===== src/rtl/polar_to_cart9.sv =====
// Iterative CORDIC polar-to-Cartesian converter: 9-bit magnitude and angle in,
// 10-bit signed X/Y out, one conversion per 13 busy cycles.
module polar_to_cart9 #(
  parameter int unsigned ITER = 10
) (
  input  logic              CLK,
  input  logic              RST_N,
  input  logic              START,
  input  logic [8:0]        R,
  input  logic signed [8:0] THETA,
  output logic              BUSY,
  output logic              DONE,
  output logic signed [9:0] X,
  output logic signed [9:0] Y
);

  typedef enum logic [1:0] {StIdle, StLoad, StIter, StOut} state_e;

  localparam logic [3:0] IterLast = 4'(ITER - 1);

  state_e             state_q, state_d;
  logic [8:0]         r_q, r_d;
  logic signed [8:0]  theta_q, theta_d;
  logic signed [15:0] x_q, x_d, y_q, y_d, z_q, z_d;
  logic [3:0]         iter_q, iter_d;
  logic               ph_q, ph_d;
  logic               busy_q, busy_d, done_q, done_d;
  logic signed [9:0]  xo_q, xo_d, yo_q, yo_d;

  logic [15:0]        x0;
  logic               pre_rot;
  logic signed [8:0]  z9;
  logic signed [15:0] x_sh, y_sh, atan;

  function automatic logic signed [15:0] atan_lut(input logic [3:0] i);
    case (i)
      4'd0:    return 16'sd4096;
      4'd1:    return 16'sd2418;
      4'd2:    return 16'sd1278;
      4'd3:    return 16'sd649;
      4'd4:    return 16'sd326;
      4'd5:    return 16'sd163;
      4'd6:    return 16'sd81;
      4'd7:    return 16'sd41;
      4'd8:    return 16'sd20;
      4'd9:    return 16'sd10;
      default: return 16'sd0;
    endcase
  endfunction

  function automatic logic signed [9:0] sat_round(input logic signed [15:0] v);
    logic signed [16:0] t;
    t = ($signed({v[15], v}) + 17'sd32) >>> 6;
    if (t > 17'sd511) begin
      return 10'sd511;
    end else if (t < -17'sd512) begin
      return -10'sd512;
    end
    return t[9:0];
  endfunction

  // R * (1/2 + 1/8 - 1/64 - 1/512) in 6-bit fraction: R*32 + R*8 - R - R/8
  assign x0 = {2'b0, r_q, 5'b0} + {4'b0, r_q, 3'b0} - {7'b0, r_q} - {10'b0, r_q[8:3]};

  // Angles beyond +/-pi/2 are folded by pi; the x sign flip restores the half-plane.
  assign pre_rot = (theta_q > 9'sd128) || (theta_q < -9'sd128);
  assign z9      = pre_rot ? {~theta_q[8], theta_q[7:0]} : theta_q;

  assign x_sh = x_q >>> iter_q;
  assign y_sh = y_q >>> iter_q;
  assign atan = atan_lut(iter_q);

  always_comb begin
    state_d = state_q;
    r_d     = r_q;
    theta_d = theta_q;
    x_d     = x_q;
    y_d     = y_q;
    z_d     = z_q;
    iter_d  = iter_q;
    ph_d    = ph_q;
    busy_d  = busy_q;
    done_d  = 1'b0;
    xo_d    = xo_q;
    yo_d    = yo_q;
    unique case (state_q)
      StIdle: begin
        if (START) begin
          r_d     = R;
          theta_d = THETA;
          busy_d  = 1'b1;
          ph_d    = 1'b0;
          state_d = StLoad;
        end
      end
      StLoad: begin
        // Two phases keep the prescale adder chain apart from the pre-rotation mux.
        if (!ph_q) begin
          x_d  = $signed(x0);
          y_d  = '0;
          ph_d = 1'b1;
        end else begin
          x_d     = pre_rot ? -x_q : x_q;
          y_d     = '0;
          z_d     = {z9[8], z9, 6'b0};
          iter_d  = '0;
          ph_d    = 1'b0;
          state_d = StIter;
        end
      end
      StIter: begin
        if (!z_q[15]) begin
          x_d = x_q - y_sh;
          y_d = y_q + x_sh;
          z_d = z_q - atan;
        end else begin
          x_d = x_q + y_sh;
          y_d = y_q - x_sh;
          z_d = z_q + atan;
        end
        if (iter_q == IterLast) begin
          state_d = StOut;
        end else begin
          iter_d = iter_q + 4'd1;
        end
      end
      StOut: begin
        xo_d    = sat_round(x_q);
        yo_d    = sat_round(y_q);
        done_d  = 1'b1;
        busy_d  = 1'b0;
        state_d = StIdle;
      end
      default: state_d = StIdle;
    endcase
  end

  always_ff @(posedge CLK) begin
    if (!RST_N) begin
      state_q <= StIdle;
      r_q     <= '0;
      theta_q <= '0;
      x_q     <= '0;
      y_q     <= '0;
      z_q     <= '0;
      iter_q  <= '0;
      ph_q    <= 1'b0;
      busy_q  <= 1'b0;
      done_q  <= 1'b0;
      xo_q    <= '0;
      yo_q    <= '0;
    end else begin
      state_q <= state_d;
      r_q     <= r_d;
      theta_q <= theta_d;
      x_q     <= x_d;
      y_q     <= y_d;
      z_q     <= z_d;
      iter_q  <= iter_d;
      ph_q    <= ph_d;
      busy_q  <= busy_d;
      done_q  <= done_d;
      xo_q    <= xo_d;
      yo_q    <= yo_d;
    end
  end

  assign BUSY = busy_q;
  assign DONE = done_q;
  assign X    = xo_q;
  assign Y    = yo_q;

endmodule

===== config.mk =====
export PLATFORM = sky130hd
export DESIGN_NAME = polar_to_cart9
export DESIGN_NICKNAME = d
export VERILOG_FILES = /design/src/rtl/polar_to_cart9.sv
export SDC_FILE = /design/constraint.sdc
export NUM_CORES = 1
export LEC_CHECK = 0
export ABC_CLOCK_PERIOD_IN_PS = 12000
export CORE_UTILIZATION = 70
export CTS_CLUSTER_DIAMETER = 50
export DETAILED_ROUTE_END_ITERATION = 12
export DONT_BUFFER_PORTS = 1
export GPL_TIMING_DRIVEN = 0
export PLACE_DENSITY = 0.95
export SYNTH_ARGS = -nofsm -noshare
export SYNTH_HDL_FRONTEND = slang
export SYNTH_SLANG_ARGS = --single-unit

===== constraint.sdc =====
create_clock -name CLK -period 12 [get_ports CLK]
set_input_delay 1.8 -clock CLK [delete_from_list [all_inputs] [get_ports CLK]]
set_output_delay 1.8 -clock CLK [all_outputs]
set_load 0.02 [all_outputs]

; ---- Word-level counts from Yosys, hierarchy flattened
; Memories as Yosys holds them, arrays and structs flattened. A register that Yosys moved wholly into a read port is not among the register bits.
; Cells that the tools add are included.
[word_totals]
out_inout_bits = 22
latchBits = 0
regBits = 95
n_memories = 1
mem_bits_ro = 208
ram_bits = 0
wordCells = 93
[mem_list]
columns = name, depth, width, rd, rd_ports_with_merged_regs, wr, line
row1 = (no name shown), 16, 13, 1, 1, 0, 36  ; case (i)
[op_classes]
mul = 0
n_shift = 2
reduce_logical = 12
n_eq_ne = 9
n_bitwise = 1
magnitude_cmp = 6
mux = 37
add_sub_neg = 13
div = 0
[ops]
columns = cell, count
row1 = $mux W16, 6
row2 = $pmux W16 S2, 3
row3 = $mux W10, 6
row4 = $add A16 B16 Y16, 3
row5 = $sub A16 B16 Y16, 3
row6 = $add A16 B7 Y17 const B, 2
row7 = $sshr A16 B4 Y16, 2
row8 = $gt A11 B10 Y1 const B, 2
row9 = $lt A11 B10 Y1 const B, 2
row10 = $mux W4, 4
row11 = $neg A16 Y16, 1
row12 = $sub A15 B9 Y16, 1
row13 = $sub A16 B6 Y16, 1
row14 = $add A14 B12 Y15, 1
row15 = $mux W1, 10
row16 = $reduce_and A2 Y1, 5
row17 = $gt A9 B9 Y1 const B, 1
row18 = $lt A9 B8 Y1 const B, 1
row19 = $mux W9, 1
row20 = $ne A2 B2 Y1 const B, 4
row21 = $pmux W2 S4, 1
row22 = $pmux W4 S2, 1
row23 = $mux W2, 3
row24 = $reduce_and A3 Y1, 2
row25 = other kinds (10), 14

; ---- Logic depth before layout (Yosys ltp)
[logic_depth]
word_depth = 6
mapped_depth = 22

; ---- Worst setup path before layout
; Ideal clock, no wire load.
[synth_timing]
kind = flip-flop to flip-flop
from = reg iter_q[0]
to = reg y_q[14]
setup_time_ns = 0.116
t_required_ns = 11.884
path_buffers = 2
path_stages_with_launch = 17
synth_period_minus_slack_ns = 4.348
t_arrival_ns = 4.232
slack_ns = 7.652
cell_sequence = dfxtp_1 > buf_6 > buf_12 > mux4_2 > mux4_2 > nor3_1 > nor3b_1 > nor2_1 > xnor2_1 > ha_1 > or3_1 > o21ai_0 > a211oi_1 > o31a_1 > a221oi_1 > mux2i_1 > a31o_2
[synth_via]
elab_chain_cells = 4
elab_cells_between_ends = 5
cone_classes = add/sub: 2 / shift: 1 / mux: 2
[synth_lines]
columns = element, line
row1 = "start, declared", 25  ; logic [3:0] iter_q, iter_d;
row2 = "start signal, assigned", 159  ; iter_q <= iter_d;
row3 = $sshr A16 B4 Y16 (*), 69  ; assign x_sh = x_q >>> iter_q;
row4 = $add A16 B16 Y16 or $sub A16 B16 Y16 (tied branches), "114, 118"
row5 = $mux W16 (*), 112  ; if (!z_q[15]) begin
row6 = $pmux W16 S2 (*), 86  ; unique case (state_q)
row7 = "end signal, assigned", 157  ; y_q <= y_d;
row8 = "end, declared", 24  ; logic signed [15:0] x_q, x_d, y_q, y_d, z_q, z_d;
; Mark *: on every way between the ends. The rest lies on a longest branch, timed or not.
; A chain may end at the register's enable or synchronous reset.

; ---- Worst setup path after layout
[layout_timing]
from = reg iter_q[1]
to = reg y_q[14]
; Same word-level chain as after synthesis.

==> out/metrics.yaml <==
syn_to_final_growth_pct: 4.93
power_frac_seq: 0.171
finalHoldViolations: 0
core-area_mm2: 0.0146
synth_area_leaders: "dfxtp_1, ha_1, a21oi_1"
cts-root-buf: "clkbuf_16"
antenna_found_initial: 0
grtUsageTotal: 0.411
setup_viol: 0
synth.net_count: 1468
synth_common_cells: "nand2_1, a21oi_1, dfxtp_1, nor2_1, ha_1"
p_switching_w: 0.00157
cts_tree: "yes"
diodes: 0
boundaryPins: 43
grt_pass1_vias: 10100
synth_edf_count: 0
worstMarginPinSlew_ns: 0.819
min_path_type: "reg -> reg"
async_flop_share: 0
die_h_um: 125
setup_ws_ns: 6.70
drt_iter0_markers: 1463
overflow: 0
synth_most_common_cell: "nand2_1"
clkLatencyLatePin_ns: 0.38
cp_max_fo: 10
grt_pass1_wl_um: 51000
cts_max_path_buffers: 2
drive_gt1_frac: 0.0582
dieWidth_um: 125
slew_violations: 0
cap_violations: 0
place_ws_ns: 6.82
cts.repair.resized: 0
ant_nets: 0
worstPathArrival_ns: 5.57
wl_um: 32200
dp_hpwl_um: 24200
endpoint_kind: "flop"
port_buffers: 0
rsz0062_at_grt: "no"
yosysWarnings: 0
dp_cells: 1526
wire_per_inst_um: 20.9
r2r-end: "y_q[14]"
final_nets: 1479
startpoint: "iter_q[1]"
status: "finished, final reports clean"
cts_sinks: 108
synth_cell_types: 78
cp-start-kind: "flop"
synthCells: 1342
place_congestion: 1.00
p_clk_frac: 0.098
path_class: "reg -> reg"
p_sw_frac: 0.517
synth_top_area_frac: 0.205
final_util: 0.758
relSlewSlack: 0.454
tns_ns: 0
p_comb_frac: 0.731
ir_drop_mv: 0.257
skew_ns: 0.0137
power_density_mw_per_mm2: 275
syn-cell-area_mm2: 0.0105
htree_num_levels: 3
avgSynthCellArea_um2: 7.85
yosysTopAreaCell: "dfxtp_1"
max_freq_ghz: 0.189
synth_seq_cells: 108
clk_pin_slew_ns: 0.08
p_int_w: 0.00147
vias: 10800
yosysSeqAreaShare: 0.205
drc: 0
finalNonFillerCells: 1542
viasPerCell: 6.99
p_leak_nw: 4.52
dominantRegCellSynth: "dfxtp_1"
numCtsBuffers: 9
rrSetupSlack_ns: 6.70
finalCritPeriodShare: 0.441
rows: 44
initial_core_util: 0.722
rr_startpoint: "iter_q[1]"
min_period_ns: 5.30
dr.pass1.iters: 8
dieArea_mm2: 0.0156
grt_start_max_net_pins: 20
postCtsSetupBuffers: 0
ctsHoldBuffers: 0
reg2reg_depth: 19
required_ns: 12.27
critPathCapture: "y_q[14]"
[flip-flops by register name, summed over array words and instances, names as in the netlist]
register and cells:
Y 10, BUSY 1, DONE 1, z_q 16, r_q 9, ph_q 1, atan 13, state_q 2
x_q 16, theta_q 9, iter_q 4, X 10, y_q 16
[final cells by class]
class | instances | area [µm²]
tap | 184 | 230
clock inverter | 6 | 60.1
inverter | 69 | 259
sequential | 108 | 2160
fill | 989 | 3530
buffer | 75 | 348
multi-input combinational | 1090 | 7770
clock buffer | 10 | 229
[worst max-delay path, cell delays in order (launching register included)]
cell      delay, ns
dfxtp_1        0.36
buf_6          0.15
buf_6          0.17
buf_2          0.28
buf_2          0.32
mux4_2         0.36
a22oi_1        0.15
o21ai_0        0.24
nor3_1         0.53
nor3b_1        0.30
nor2_1         0.09
xnor2_1        0.22
ha_1           0.31
or3_1          0.37
o21ai_0        0.12
a211oi_1       0.11
o31a_1         0.37
a221oi_1       0.38
mux2i_1        0.14
a31o_2         0.22
[stage by stage]
| step | cell area [µm²] | power (W) | hold WS, ns |
|---|---|---|---|
| after global placement | 10800 | 0.00258 | 0.442 |
| after floorplan | 10500 | 0.00218 | 0.436 |
| after CTS | 11100 | 0.00297 | 0.464 |
| final | 11100 | 0.00305 | 0.463 |
| after detailed placement | 10800 | 0.00265 | 0.454 |
| after global routing | 11100 | 0.00325 | 0.492 |
[kinds of logic (layout without fill, tap and decap cells)]
group           Yosys count  count (layout)  synth area share
flops                   108             108             0.205
buf+inv                 144             160            0.0576
xor+xnor                104             104            0.0864
simple gates            443             443             0.203
compound gates          376             376             0.219
fa+ha+maj               105             105             0.133
mux                      62              62            0.0952
[how the worst min path moves through the flow]
stage,from,endpoint,slack (ns),cells past startpoint
after floorplan,z_q[4],z_q[4],0.44,2
after global placement,r_q[3],r_q[3],0.44,2
after detailed placement,r_q[3],r_q[3],0.45,2
after CTS,r_q[3],r_q[3],0.46,2
after global routing,r_q[3],r_q[3],0.49,2
final,z_q[4],z_q[4],0.46,2
[cells in the final DEF, fill, tap and decap left out, drive strengths merged, types with 6 or more instances in the layout]
master and instances:
dfxtp 108, nand2 137, or3 16, a21oi 126, a211oi 20, mux2i 23
fa 12, mux4 27, nor3 39, xnor2 67, a22oi 17, clkinv 6
clkbuf 59, nor2 107, a31o 6, o31ai 7, nand3 42, and2 15
o21a 10, a31oi 22, xor2 37, nand2b 16, buf 26, mux2 12
ha 93, nor2b 15, inv 69, nor4 6, o21bai 10, and3 19
o21ai 91, a21o 16, o211ai 13
[power by group through the flow]
stage	registers (W)	clock network, W	logic, W
6_report	0.000520	0.000300	0.00223
5_1_grt	0.000526	0.000310	0.00242
4_1_cts	0.000515	0.000296	0.00216
3_5_place_dp	0.000523	0	0.00213
3_3_place_gp	0.000518	0	0.00206
2_1_floorplan	0.000496	0	0.00168
[metal layers]
layer	share of wire	GRT usage
met5	0	0
met3	0.11	0.0786
met4	0.062	0.251
met1	0.37	0.499
met2	0.45	0.672
No activity file was read; power rests on OpenSTA's default activity.
